==> config.mk <==
export PLATFORM = sky130hd
export DESIGN_NAME = pipeline_ctrl_flat
export DESIGN_NICKNAME = d
export VERILOG_FILES = /design/src/rtl/pipeline_ctrl_pkg.sv /design/src/rtl/pipeline_ctrl_if.sv /design/src/rtl/pipeline_ctrl_div_seq.sv /design/src/rtl/pipeline_ctrl.sv /design/src/flat_wrapper.sv
export SDC_FILE = /design/constraint.sdc
export NUM_CORES = 1
export LEC_CHECK = 0
export BUFFER_PORTS_ARGS = -buffer_cell sky130_fd_sc_hd__buf_4
export CORE_ASPECT_RATIO = 1.75
export CORE_MARGIN = 2
export CORE_UTILIZATION = 30
export CTS_CLUSTER_SIZE = 12
export DETAILED_ROUTE_END_ITERATION = 7
export PLACE_DENSITY = 0.6
export SYNTH_ARGS = -nofsm -noshare
export SYNTH_HDL_FRONTEND = slang
export SYNTH_SLANG_ARGS = --single-unit
==> constraint.sdc <==
create_clock -name clk -period 5.94 [get_ports clk]
set_clock_uncertainty 0.2 [all_clocks]
set_input_delay 0 -clock clk [delete_from_list [all_inputs] [get_ports clk]]
set_output_delay 0 -clock clk [all_outputs]
set_load 0.03 [all_outputs]
==> src/rtl/pipeline_ctrl_pkg.sv <==
// Shared types for the pipeline hazard/stall controller.
// Divider sequencer state encoding and stage control bundle.
package pipeline_ctrl_pkg;

   localparam int DIV_CYCLES_DEF = 32;
   localparam int CNTW = 6;

   typedef enum logic [1:0] {
      IDLE     = 2'd0,
      DIV_RUN  = 2'd1,
      DIV_DONE = 2'd2
   } div_state_t;

   typedef struct packed {
      logic stall_f;
      logic stall_d;
      logic stall_e;
      logic stall_m;
      logic stall_w;
      logic flush_d;
      logic flush_e;
      logic flush_m;
      logic flush_w;
      logic pc_exc;
   } ctrl_t;

   localparam ctrl_t CTRL_NONE = '0;

endpackage

==> src/rtl/pipeline_ctrl_if.sv <==
// Hazard inputs from the datapath and stage controls back to it.
// master = datapath side, slave = controller side.
interface pipeline_ctrl_if #(
   parameter int REGW = 5
);
   logic [REGW-1:0] id_rs;
   logic [REGW-1:0] id_rt;
   logic            id_branch;
   logic [REGW-1:0] ex_wreg;
   logic            ex_regwrite;
   logic            ex_memtoreg;
   logic [REGW-1:0] mem_wreg;
   logic            mem_memtoreg;
   logic            ex_div_start;
   logic            mem_except;
   logic            i_stall;
   logic            d_stall;

   logic stallF, stallD, stallE, stallM, stallW;
   logic flushD, flushE, flushM, flushW;
   logic pc_sel_except;
   logic div_busy;
   logic div_done;

   modport master (
      output id_rs, id_rt, id_branch,
      output ex_wreg, ex_regwrite, ex_memtoreg,
      output mem_wreg, mem_memtoreg,
      output ex_div_start, mem_except,
      output i_stall, d_stall,
      input  stallF, stallD, stallE, stallM, stallW,
      input  flushD, flushE, flushM, flushW,
      input  pc_sel_except, div_busy, div_done
   );

   modport slave (
      input  id_rs, id_rt, id_branch,
      input  ex_wreg, ex_regwrite, ex_memtoreg,
      input  mem_wreg, mem_memtoreg,
      input  ex_div_start, mem_except,
      input  i_stall, d_stall,
      output stallF, stallD, stallE, stallM, stallW,
      output flushD, flushE, flushM, flushW,
      output pc_sel_except, div_busy, div_done
   );

endinterface

==> src/rtl/pipeline_ctrl_div_seq.sv <==
// Iterative divider sequencer: holds the div in EX for DIV_CYCLES+1
// cycles, free-running through bus waits, aborted by an applied flush.
module pipeline_ctrl_div_seq
   import pipeline_ctrl_pkg::*;
#(
   parameter int DIV_CYCLES = DIV_CYCLES_DEF
) (
   input  logic clk,
   input  logic resetn,
   input  logic start,
   input  logic bus_stall,
   input  logic exc,
   output logic div_stall,
   output logic div_busy,
   output logic div_done
);

   localparam logic [CNTW-1:0] CNT_LOAD = CNTW'(DIV_CYCLES - 1);

   div_state_t      state;
   logic [CNTW-1:0] cnt;
   logic            flush_now;

   assign flush_now = exc & ~bus_stall;

   always_ff @(posedge clk or negedge resetn) begin
      if (!resetn) begin
         state <= IDLE;
         cnt   <= '0;
      end else if (flush_now) begin
         state <= IDLE;
      end else begin
         unique case (state)
            IDLE: begin
               if (start && !exc) begin
                  state <= DIV_RUN;
                  cnt   <= CNT_LOAD;
               end
            end
            DIV_RUN: begin
               if (cnt == '0)
                  state <= DIV_DONE;
               else
                  cnt <= cnt - 1'b1;
            end
            // hold until the pipe moves so EX keeps the result
            DIV_DONE: begin
               if (!bus_stall)
                  state <= IDLE;
            end
            default: state <= IDLE;
         endcase
      end
   end

   assign div_busy  = (state == DIV_RUN);
   assign div_done  = (state == DIV_DONE);
   assign div_stall = ((state == IDLE) & start) | div_busy;

endmodule

==> src/rtl/pipeline_ctrl.sv <==
// Central hazard/stall controller for the five-stage pipeline.
// Priority: bus wait > exception > divide > load-use/branch hazard.
module pipeline_ctrl
   import pipeline_ctrl_pkg::*;
#(
   parameter int DIV_CYCLES = DIV_CYCLES_DEF,
   parameter int REGW       = 5
) (
   input logic           clk,
   input logic           resetn,
   pipeline_ctrl_if.slave bus
);

   localparam logic [REGW-1:0] R0 = '0;

   logic  bus_stall;
   logic  exc;
   logic  except_pending;
   logic  ex_hit;
   logic  mem_hit;
   logic  lwstall;
   logic  brstall;
   logic  div_stall;
   logic  div_busy;
   logic  div_done;
   ctrl_t c;

   assign bus_stall = bus.i_stall | bus.d_stall;
   assign exc       = bus.mem_except | except_pending;

   assign ex_hit  = (bus.ex_wreg != R0) &
                    ((bus.ex_wreg == bus.id_rs) |
                     (bus.ex_wreg == bus.id_rt));
   assign mem_hit = (bus.mem_wreg != R0) &
                    ((bus.mem_wreg == bus.id_rs) |
                     (bus.mem_wreg == bus.id_rt));

   assign lwstall = bus.ex_memtoreg & bus.ex_regwrite & ex_hit;
   assign brstall = bus.id_branch &
                    ((bus.ex_regwrite & ex_hit) |
                     (bus.mem_memtoreg & mem_hit));

   pipeline_ctrl_div_seq #(
      .DIV_CYCLES(DIV_CYCLES)
   ) u_div (
      .clk      (clk),
      .resetn   (resetn),
      .start    (bus.ex_div_start),
      .bus_stall(bus_stall),
      .exc      (exc),
      .div_stall(div_stall),
      .div_busy (div_busy),
      .div_done (div_done)
   );

   // an exception seen during a bus wait is replayed once the bus frees
   always_ff @(posedge clk or negedge resetn) begin
      if (!resetn)
         except_pending <= 1'b0;
      else if (bus_stall) begin
         if (bus.mem_except)
            except_pending <= 1'b1;
      end else if (exc)
         except_pending <= 1'b0;
   end

   always_comb begin
      c = CTRL_NONE;
      if (bus_stall) begin
         c.stall_f = 1'b1;
         c.stall_d = 1'b1;
         c.stall_e = 1'b1;
         c.stall_m = 1'b1;
         c.stall_w = 1'b1;
      end else if (exc) begin
         c.flush_d = 1'b1;
         c.flush_e = 1'b1;
         c.flush_m = 1'b1;
         c.flush_w = 1'b1;
         c.pc_exc  = 1'b1;
      end else if (div_stall) begin
         c.stall_f = 1'b1;
         c.stall_d = 1'b1;
         c.stall_e = 1'b1;
         c.flush_m = 1'b1;
      end else if (lwstall | brstall) begin
         c.stall_f = 1'b1;
         c.stall_d = 1'b1;
         c.flush_e = 1'b1;
      end
   end

   assign bus.stallF        = c.stall_f;
   assign bus.stallD        = c.stall_d;
   assign bus.stallE        = c.stall_e;
   assign bus.stallM        = c.stall_m;
   assign bus.stallW        = c.stall_w;
   assign bus.flushD        = c.flush_d;
   assign bus.flushE        = c.flush_e;
   assign bus.flushM        = c.flush_m;
   assign bus.flushW        = c.flush_w;
   assign bus.pc_sel_except = c.pc_exc;
   assign bus.div_busy      = div_busy;
   assign bus.div_done      = div_done;

endmodule

==> src/flat_wrapper.sv <==
// flat-port wrapper written by rule: the top's interface ports become plain ports
module pipeline_ctrl_flat import pipeline_ctrl_pkg::*;
#(
   parameter int DIV_CYCLES = DIV_CYCLES_DEF,
   parameter int REGW       = 5
)
  (clk, resetn, bus_id_rs, bus_id_rt, bus_id_branch, bus_ex_wreg, bus_ex_regwrite, bus_ex_memtoreg, bus_mem_wreg, bus_mem_memtoreg, bus_ex_div_start, bus_mem_except, bus_i_stall, bus_d_stall, bus_stallF, bus_stallD, bus_stallE, bus_stallM, bus_stallW, bus_flushD, bus_flushE, bus_flushM, bus_flushW, bus_pc_sel_except, bus_div_busy, bus_div_done);
  pipeline_ctrl_if #(.REGW(REGW)) bus_i ();
  input logic clk;
  input logic resetn;
  input wire logic [$bits(bus_i.id_rs)-1:0] bus_id_rs;
  input wire logic [$bits(bus_i.id_rt)-1:0] bus_id_rt;
  input wire logic [$bits(bus_i.id_branch)-1:0] bus_id_branch;
  input wire logic [$bits(bus_i.ex_wreg)-1:0] bus_ex_wreg;
  input wire logic [$bits(bus_i.ex_regwrite)-1:0] bus_ex_regwrite;
  input wire logic [$bits(bus_i.ex_memtoreg)-1:0] bus_ex_memtoreg;
  input wire logic [$bits(bus_i.mem_wreg)-1:0] bus_mem_wreg;
  input wire logic [$bits(bus_i.mem_memtoreg)-1:0] bus_mem_memtoreg;
  input wire logic [$bits(bus_i.ex_div_start)-1:0] bus_ex_div_start;
  input wire logic [$bits(bus_i.mem_except)-1:0] bus_mem_except;
  input wire logic [$bits(bus_i.i_stall)-1:0] bus_i_stall;
  input wire logic [$bits(bus_i.d_stall)-1:0] bus_d_stall;
  output wire logic [$bits(bus_i.stallF)-1:0] bus_stallF;
  output wire logic [$bits(bus_i.stallD)-1:0] bus_stallD;
  output wire logic [$bits(bus_i.stallE)-1:0] bus_stallE;
  output wire logic [$bits(bus_i.stallM)-1:0] bus_stallM;
  output wire logic [$bits(bus_i.stallW)-1:0] bus_stallW;
  output wire logic [$bits(bus_i.flushD)-1:0] bus_flushD;
  output wire logic [$bits(bus_i.flushE)-1:0] bus_flushE;
  output wire logic [$bits(bus_i.flushM)-1:0] bus_flushM;
  output wire logic [$bits(bus_i.flushW)-1:0] bus_flushW;
  output wire logic [$bits(bus_i.pc_sel_except)-1:0] bus_pc_sel_except;
  output wire logic [$bits(bus_i.div_busy)-1:0] bus_div_busy;
  output wire logic [$bits(bus_i.div_done)-1:0] bus_div_done;
  assign bus_i.id_rs = bus_id_rs;
  assign bus_i.id_rt = bus_id_rt;
  assign bus_i.id_branch = bus_id_branch;
  assign bus_i.ex_wreg = bus_ex_wreg;
  assign bus_i.ex_regwrite = bus_ex_regwrite;
  assign bus_i.ex_memtoreg = bus_ex_memtoreg;
  assign bus_i.mem_wreg = bus_mem_wreg;
  assign bus_i.mem_memtoreg = bus_mem_memtoreg;
  assign bus_i.ex_div_start = bus_ex_div_start;
  assign bus_i.mem_except = bus_mem_except;
  assign bus_i.i_stall = bus_i_stall;
  assign bus_i.d_stall = bus_d_stall;
  assign bus_stallF = bus_i.stallF;
  assign bus_stallD = bus_i.stallD;
  assign bus_stallE = bus_i.stallE;
  assign bus_stallM = bus_i.stallM;
  assign bus_stallW = bus_i.stallW;
  assign bus_flushD = bus_i.flushD;
  assign bus_flushE = bus_i.flushE;
  assign bus_flushM = bus_i.flushM;
  assign bus_flushW = bus_i.flushW;
  assign bus_pc_sel_except = bus_i.pc_sel_except;
  assign bus_div_busy = bus_i.div_busy;
  assign bus_div_done = bus_i.div_done;
  pipeline_ctrl #(.DIV_CYCLES(DIV_CYCLES), .REGW(REGW)) u_core (.clk(clk), .resetn(resetn), .bus(bus_i));
endmodule
==> results.sh, run 1 <==
export IMPL_hold_violations=0
export IMPL_synthArstFlopShare=1.00
export IMPL_io_pins=42
export IMPL_grtUsageTotal=0.174
export IMPL_drt_iter0_drc=5
export IMPL_synthMuxAreaShare=0
export IMPL_path_clk_slew_ns=0.04
export IMPL_cp_data_required_time_ns=5.85
export IMPL_fillers=267
export IMPL_final_antenna_net_count=0
export IMPL_p_sw_frac=0.369
export IMPL_irDropWorstVdd_mv=0.139
export IMPL_min_to="u_core.u_div.state[1]$_DFFE_PN0P_"
export IMPL_worstHoldStart="bus_d_stall"
export IMPL_antennaDiodeCount=0
export IMPL_gp_congestion=0.881
export IMPL_setup_viol=0
export IMPL_ys_seq_area_frac=0.265
export IMPL_intPower_mw=0.182
export IMPL_numCtsBuffers=3
export IMPL_drive_gt1_frac=0.356
export IMPL_maxSlewViolCount=0
export IMPL_slew_headroom=0.704
export IMPL_worstSetupPathType="in -> reg"
export IMPL_cp_max_fo=4
export IMPL_r2r_start="u_core.u_div.cnt[0]$_DFFE_PN0P_"
export IMPL_synthSimpleGateAreaFrac=0.214
export IMPL_end_kind="flip-flop"
export IMPL_critical_path_top_delay_family="buffers and inverters"
export IMPL_ys_types=28
export IMPL_clock_path_buffers=2
export IMPL_wire_per_inst_um=14.9
export IMPL_power_frac_seq=0.321
export IMPL_synth_seq_cells=9
export IMPL_syn_nets=132
export IMPL_insertion_delay_ns=0.23
export IMPL_start_util=0.315
export IMPL_chipWidth_um=44.2
export IMPL_cts_tree="yes"
export IMPL_critPathMaxStageDelay_ns=0.61
export IMPL_syn_avg_cell_area_um2=8.48
export IMPL_critPathBufInv=4
export IMPL_r2r_cells=7
export IMPL_rows=25
export IMPL_via_count=905
export IMPL_clockPowerShare=0.245
export IMPL_cts_root_buf="clkbuf_8"
export IMPL_cp_start_kind="input port"
export IMPL_yosys_area_share_xor_xnor=0.237
export IMPL_timing_final_ws_setup_ns=3.74
export IMPL_post_place_ws_ns=3.94
export IMPL_crit_top_cell="dlygate4sd3_1"
export IMPL_rsz0062_at_grt="no"
export IMPL_worstHoldPathCells=5
export IMPL_die_h_um=74.3
export IMPL_synth_edf_count=0
export IMPL_status="finished, final reports clean"
export IMPL_netlist_instances=100
export IMPL_cts_resized=0
export IMPL_worstReg2RegEnd="u_core.u_div.cnt[3]$_DFFE_PN0P_"
export IMPL_synthAdderAreaFrac=0.0295
export IMPL_tns_ns=0
export IMPL_drc=0
export IMPL_min_period_over_period=0.371
export IMPL_cp_arrival_ns=2.12
export IMPL_antenna_found_initial=0
export IMPL_first_global_vias=974
export IMPL_synth_compound_area_frac=0.190
export IMPL_rrSetupSlack_ns=3.90
export IMPL_core_area_um2=2690
export IMPL_drt_first_pass_iters=4
export IMPL_vias_per_cell=5.23
export IMPL_switching_power_mw=0.107
export IMPL_path_cells="dlygate4sd3_1, buf_4, nor2_1, dlygate4sd3_1, nor2_1, dlygate4sd3_1"
export IMPL_gr_total_overflow=0
export IMPL_yosys_warnings=0
export IMPL_tightest_slew_ns=0.444
export IMPL_dp_hpwl_mm=2.11
export IMPL_routed_wl_mm=2.59
export IMPL_synth_largest_area_cell="dfrtp_1"
export IMPL_critPathSlowestCell="dlygate4sd3_1"
export IMPL_synth_top_area_frac=0.265
export IMPL_crit_path_start="bus_i_stall"
export IMPL_synth_main_ff_cell="dfrtp_1"
export IMPL_syn_area_um2=848
export IMPL_power_density_nw_per_um2=229
export IMPL_fmax_mhz=454
export IMPL_min_path_type="in -> reg"
export IMPL_drv_cap=0
export IMPL_grt_max_degree=12
export IMPL_area_growth_pct=48.5
export IMPL_htreeDepth=1
export IMPL_comb_power_share=0.434
export IMPL_die_area_um2=3290
export IMPL_synth_top_family_by_area="XOR/XNOR gates"
export IMPL_grt_pass1_wl_mm=4.19
export IMPL_synth_area_leaders="dfrtp_1 27%, xnor2_1 24%, nor2_1 4.9%"
export IMPL_period_needed_ns=2.21
export IMPL_clkSinkCount=9
export IMPL_portBuffers=41
export IMPL_leakage_nw=0.531
export IMPL_finalNetCount=179
-- layout by cell type, fill, tap and decap left out, types with 3 or more instances in the layout --
cell type / instances
clkbuf_8: 3
buf_4: 41
inv_1: 5
nand3_1: 5
dlygate4sd3_1: 6
a21oi_1: 4
a211oi_2: 3
o21ai_0: 3
nor2_1: 11
xnor2_1: 23
nor3_1: 3
nand2_1: 9
dfrtp_1: 9
-- per-layer routing --
metal  share of wire  vias to the layer above  track usage
li1                -                      429            -
met1            0.31                      414        0.160
met2            0.55                       54        0.340
met3            0.11                        8       0.0267
met4           0.031                        0        0.101
met5               0                        -            0
-- flip-flops by register name, indices dropped and copies added, names as in the netlist --
register and count:
u_core.u_div.cnt 6, u_core.except_pending 1, u_core.u_div.state 2
-- synthesized netlist by cell type (2+ instances only) --
cell type  count
a211oi_2       3
a21oi_1        4
buf_4          4
dfrtp_1        9
ha_1           2
inv_1          5
nand2_1        9
nand3_1        5
nor2_1        11
nor3_1         3
o21ai_0        3
o21bai_1       2
o22ai_1        2
or3_1          2
xnor2_1       23
-- metrics by stage --
stage | area (um2) | hold WS [ns] | utilization | cells | power (mW)
after floorplan | 848 | -0.496 | - | 100 | 0.167
after global placement | 1150 | -0.369 | 0.429 | 163 | 0.209
after detailed placement | 1150 | -0.370 | 0.429 | 163 | 0.213
after CTS | 1260 | 0.0185 | 0.468 | 173 | 0.293
after global routing | 1260 | 0.0704 | 0.468 | 173 | 0.310
final | 1260 | 0.0286 | 0.468 | 173 | 0.289
-- power groups by stage --
stage	sequential, mW	clock, mW	combinational (mW)
after global placement	0.0926	0	0.116
final	0.0926	0.0708	0.125
after floorplan	0.0887	0	0.0786
after detailed placement	0.0932	0	0.120
after CTS	0.0924	0.0734	0.127
after global routing	0.0940	0.0763	0.139
-- layout make-up --
cell class / count / area (um2) / area share
clock buffers: 4 / 45.0 / 0.0357
multi-input cells: 81 / 569 / 0.452
inverters: 5 / 18.8 / 0.0149
repair buffers: 47 / 368 / 0.292
well taps: 27 / 33.8 / 0.0268
flip-flops and latches: 9 / 225 / 0.179
-- worst reg2reg max path, delay by kind of cell (launching register included) --
kind	cells	cell delay, ns
AO/OA/AOI/OAI	2	0.64
adder cells (fa/ha/maj)	1	0.21
buffers and inverters	1	0.09
flip-flops	1	0.33
AND/OR/NAND/NOR	3	0.45
-- worst max-delay path by stage --
stage	endpoint	cells after the start
2_1_floorplan	bus_stallF	5
3_3_place_gp	u_core.u_div.cnt[2]$_DFFE_PN0P_	7
3_5_place_dp	u_core.u_div.cnt[3]$_DFFE_PN0P_	7
4_1_cts	u_core.except_pending$_DFFE_PN0P_	6
5_1_grt	u_core.except_pending$_DFFE_PN0P_	6
6_report	u_core.except_pending$_DFFE_PN0P_	6
-- cell families (layout without fill, tap and decap cells) --
family,after synthesis,after routing
adders and majority gates,2,2
AOI/OAI and AO/OA,20,20
DFF,9,9
xor gates and xnor gates,23,23
and+or+nand+nor,36,36
buffers and inverters,10,56
-- what timing repair did --
item / 4_1_cts / 5_1_grt
hold buffers: 6 / 0
endpoints found under the hold margin: 12 / 0
setup buffers: 0 / 0
Power figures use the tool's default switching activity.
==> run 2, diff against run 1 <==
--- a/config.mk
+++ b/config.mk
@@ -5,6 +5,7 @@
 export SDC_FILE = /design/constraint.sdc
 export NUM_CORES = 1
 export LEC_CHECK = 0
+export ABC_AREA = 1
 export BUFFER_PORTS_ARGS = -buffer_cell sky130_fd_sc_hd__buf_4
 export CORE_ASPECT_RATIO = 1.75
 export CORE_MARGIN = 2
==> constraint.sdc (replaced) <==
create_clock -name clk -period 1.99 [get_ports clk]
set_clock_uncertainty 0.2 [all_clocks]
set_input_delay 0 -clock clk [delete_from_list [all_inputs] [get_ports clk]]
set_output_delay 0 -clock clk [all_outputs]
set_load 0.03 [all_outputs]
==> results.sh, run 2 <==
export IMPL_routed_wl_mm=2.65
export IMPL_portBuffers=41
export IMPL_critPathMaxStageDelay_ns=0.54
export IMPL_io_pins=42
export IMPL_rrSetupSlack_ns=0.12
export IMPL_synth_common_cells="62 x nand2_1, 29 x inv_1, 18 x nor2_1"
export IMPL_met1_usage=0.132
export IMPL_ys_types=24
export IMPL_grtUsageTotal=0.152
export IMPL_clock_path_buffers=2
export IMPL_status="finished, final reports clean"
export IMPL_synthMuxAreaShare=0
export IMPL_syn_area_um2=1030
export IMPL_cp_max_fo=3
export IMPL_numCtsBuffers=3
export IMPL_synthAdderAreaFrac=0.0243
export IMPL_path_cells="inv_1, ha_1, nand2_1, nor3_2, nand4_1, nand2_1, dlygate4sd3_1"
export IMPL_worstReg2RegEnd="u_core.u_div.state[1]$_DFFE_PN0P_"
export IMPL_final_common_cell="nand2_1"
export IMPL_grt_pass1_wl_mm=4.22
export IMPL_layout_common_cells="62 x nand2_1, 42 x buf_4, 28 x inv_1"
export IMPL_drc=0
export IMPL_worstSetupPathType="reg -> reg"
export IMPL_leakage_nw=0.860
export IMPL_min_path_type="in -> reg"
export IMPL_synthMostInstantiatedCell="nand2_1"
export IMPL_synth_largest_area_cell="nand2_1"
export IMPL_cts_root_buf="clkbuf_8"
export IMPL_worstHoldPathCells=7
export IMPL_start_util=0.309
export IMPL_syn_avg_cell_area_um2=5.98
export IMPL_use_met2=0.297
export IMPL_setup_viol=0
export IMPL_yosys_area_share_xor_xnor=0.0766
export IMPL_slew_headroom=0.701
export IMPL_syn_nets=204
export IMPL_gp_congestion=0.741
export IMPL_post_place_ws_ns=0.235
export IMPL_vias_per_cell=4.38
export IMPL_drv_cap=0
export IMPL_synth_area_leaders="nand2_1 23%, dfrtp_1 22%, inv_1 11%"
export IMPL_area_growth_pct=42.8
export IMPL_clkSinkCount=9
export IMPL_final_antenna_net_count=0
export IMPL_drive_gt1_frac=0.306
export IMPL_ys_seq_area_frac=0.219
export IMPL_grt_max_degree=10
export IMPL_gr_total_overflow=0
export IMPL_timing_final_ws_setup_ns=0.118
export IMPL_rsz0062_at_grt="no"
export IMPL_cp_data_required_time_ns=1.97
export IMPL_min_period_over_period=0.940
export IMPL_final_core_util=0.441
export IMPL_netlist_instances=172
export IMPL_irDropWorstVdd_mv=0.499
export IMPL_critPathBufInv=2
export IMPL_dp_hpwl_mm=2.24
export IMPL_antennaDiodeCount=0
export IMPL_fmax_mhz=534
export IMPL_wire_per_inst_um=10.0
export IMPL_htreeDepth=1
export IMPL_cp_start_kind="flip-flop"
export IMPL_synth_edf_count=0
export IMPL_worstHoldStart="bus_mem_except"
export IMPL_synth_top_family_by_area="simple AND/OR/NAND/NOR gates"
export IMPL_largest_register_ffs=6
export IMPL_regMostFlops="u_core.u_div.cnt"
export IMPL_period_needed_ns=1.87
export IMPL_synth_main_ff_cell="dfrtp_1"
export IMPL_finalNetCount=252
export IMPL_path_clk_slew_ns=0.05
export IMPL_busiest_layer="met2"
export IMPL_maxSlewViolCount=0
export IMPL_core_area_um2=3330
export IMPL_insertion_delay_ns=0.24
export IMPL_grtUsageMet3=0.0154
export IMPL_drt_first_pass_iters=4
export IMPL_yosys_warnings=0
export IMPL_die_area_um2=3930
export IMPL_reg_largest_list="u_core.u_div.cnt x6, u_core.u_div.state x2, u_core.except_pending x1"
export IMPL_antenna_found_initial=0
export IMPL_chipWidth_um=48.3
export IMPL_synth_top_area_frac=0.226
export IMPL_via_count=1157
export IMPL_rows=28
export IMPL_r2r_start="u_core.u_div.cnt[1]$_DFFE_PN0P_"
export IMPL_critPathSlowestCell="dlygate4sd3_1"
export IMPL_end_kind="flip-flop"
export IMPL_min_to="u_core.u_div.cnt[0]$_DFFE_PN0P_"
export IMPL_synth_seq_cells=9
export IMPL_tns_ns=0
export IMPL_die_h_um=81.5
export IMPL_fillers=357
export IMPL_hold_violations=0
export IMPL_critical_path_top_delay_family="buffers and inverters"
export IMPL_cts_tree="yes"
export IMPL_cp_arrival_ns=1.85
export IMPL_drt_iter0_drc=4
export IMPL_r2r_cells=7
export IMPL_crit_path_start="u_core.u_div.cnt[1]$_DFFE_PN0P_"
export IMPL_power_density_nw_per_um2=710
export IMPL_synth_compound_area_frac=0.0912
export IMPL_tightest_slew_ns=0.446
export IMPL_first_global_vias=1085
export IMPL_synthArstFlopShare=1.00
export IMPL_postCtsSetupBuffers=0
export IMPL_crit_top_cell="nand2_1"
export IMPL_synthSimpleGateAreaFrac=0.428
## run 2: changes by cell type after synthesis, sizes merged, moves of 3 or more
cell	previous run	this run
xor2	0	5
a21oi	5	2
nand2	9	67
o21ai	3	10
nand4	0	4
xnor2	23	4
inv	5	33
nor2	11	21
a211oi	4	0
## run 2: worst max-delay path by stage
stage / to / slack (ns) / cells after the start
finish: u_core.u_div.state[1]$_DFFE_PN0P_ / 0.12 / 7
global route: u_core.u_div.state[1]$_DFFE_PN0P_ / 0.003 / 7
CTS: u_core.u_div.state[1]$_DFFE_PN0P_ / 0.05 / 7
detailed placement: u_core.u_div.cnt[5]$_DFFE_PN0P_ / 0.23 / 8
global placement: u_core.u_div.cnt[5]$_DFFE_PN0P_ / 0.27 / 8
floorplan: u_core.u_div.cnt[0]$_DFFE_PN0P_ / 0.46 / 8
## run 2: routing by layer
metal  wire (um)  share of wire
met5           0              0
met4          79          0.030
met3         123          0.046
met2        1540           0.58
met1         900           0.34
## run 2: timing repair
item,4_1_cts,5_1_grt
gates resized for setup,0,2
hold endpoints to repair,11,0
setup endpoints to repair,0,1
hold buffers,6,0
## run 2: where the power goes
group | leakage (nW) | internal, mW | total, mW | switching [mW]
clock network | 0.0228 | 0.140 | 0.220 | 0.0798
logic | 0.728 | 0.215 | 0.529 | 0.315
registers | 0.109 | 0.245 | 0.293 | 0.0489
## run 2: metrics by stage
stage / power, mW / cell area (um2) / std cells / hold WS [ns]
3_3_place_gp: 0.811 / 1360 / 254 / -0.367
3_5_place_dp: 0.815 / 1360 / 254 / -0.364
5_1_grt: 1.14 / 1470 / 264 / 0.156
2_1_floorplan: 0.663 / 1030 / 172 / -0.496
4_1_cts: 1.05 / 1460 / 264 / 0.101
6_report: 1.04 / 1470 / 264 / 0.0965
## run 2: layout make-up
cell class	count	area, um2	area share
clock buffers	4	45.0	0.0307
well taps	45	56.3	0.0383
flip-flops and latches	9	225	0.153
repair buffers	48	375	0.256
inverters	33	124	0.0843
multi-input cells	125	643	0.438
## run 2: logic make-up after synthesis
kind of cell,after synthesis
xor gates and xnor gates,9
AOI/OAI and AO/OA,13
and+or+nand+nor,101
adders and majority gates,2
DFF,9
buffers and inverters,38
## run 2: worst register-to-register path, stage by stage (launching register included)
cell and delay, ns:
dfrtp_1 0.38, inv_1 0.12, ha_1 0.16, nand2_1 0.06
nor3_2 0.17, nand4_1 0.12, nand2_1 0.07, dlygate4sd3_1 0.54
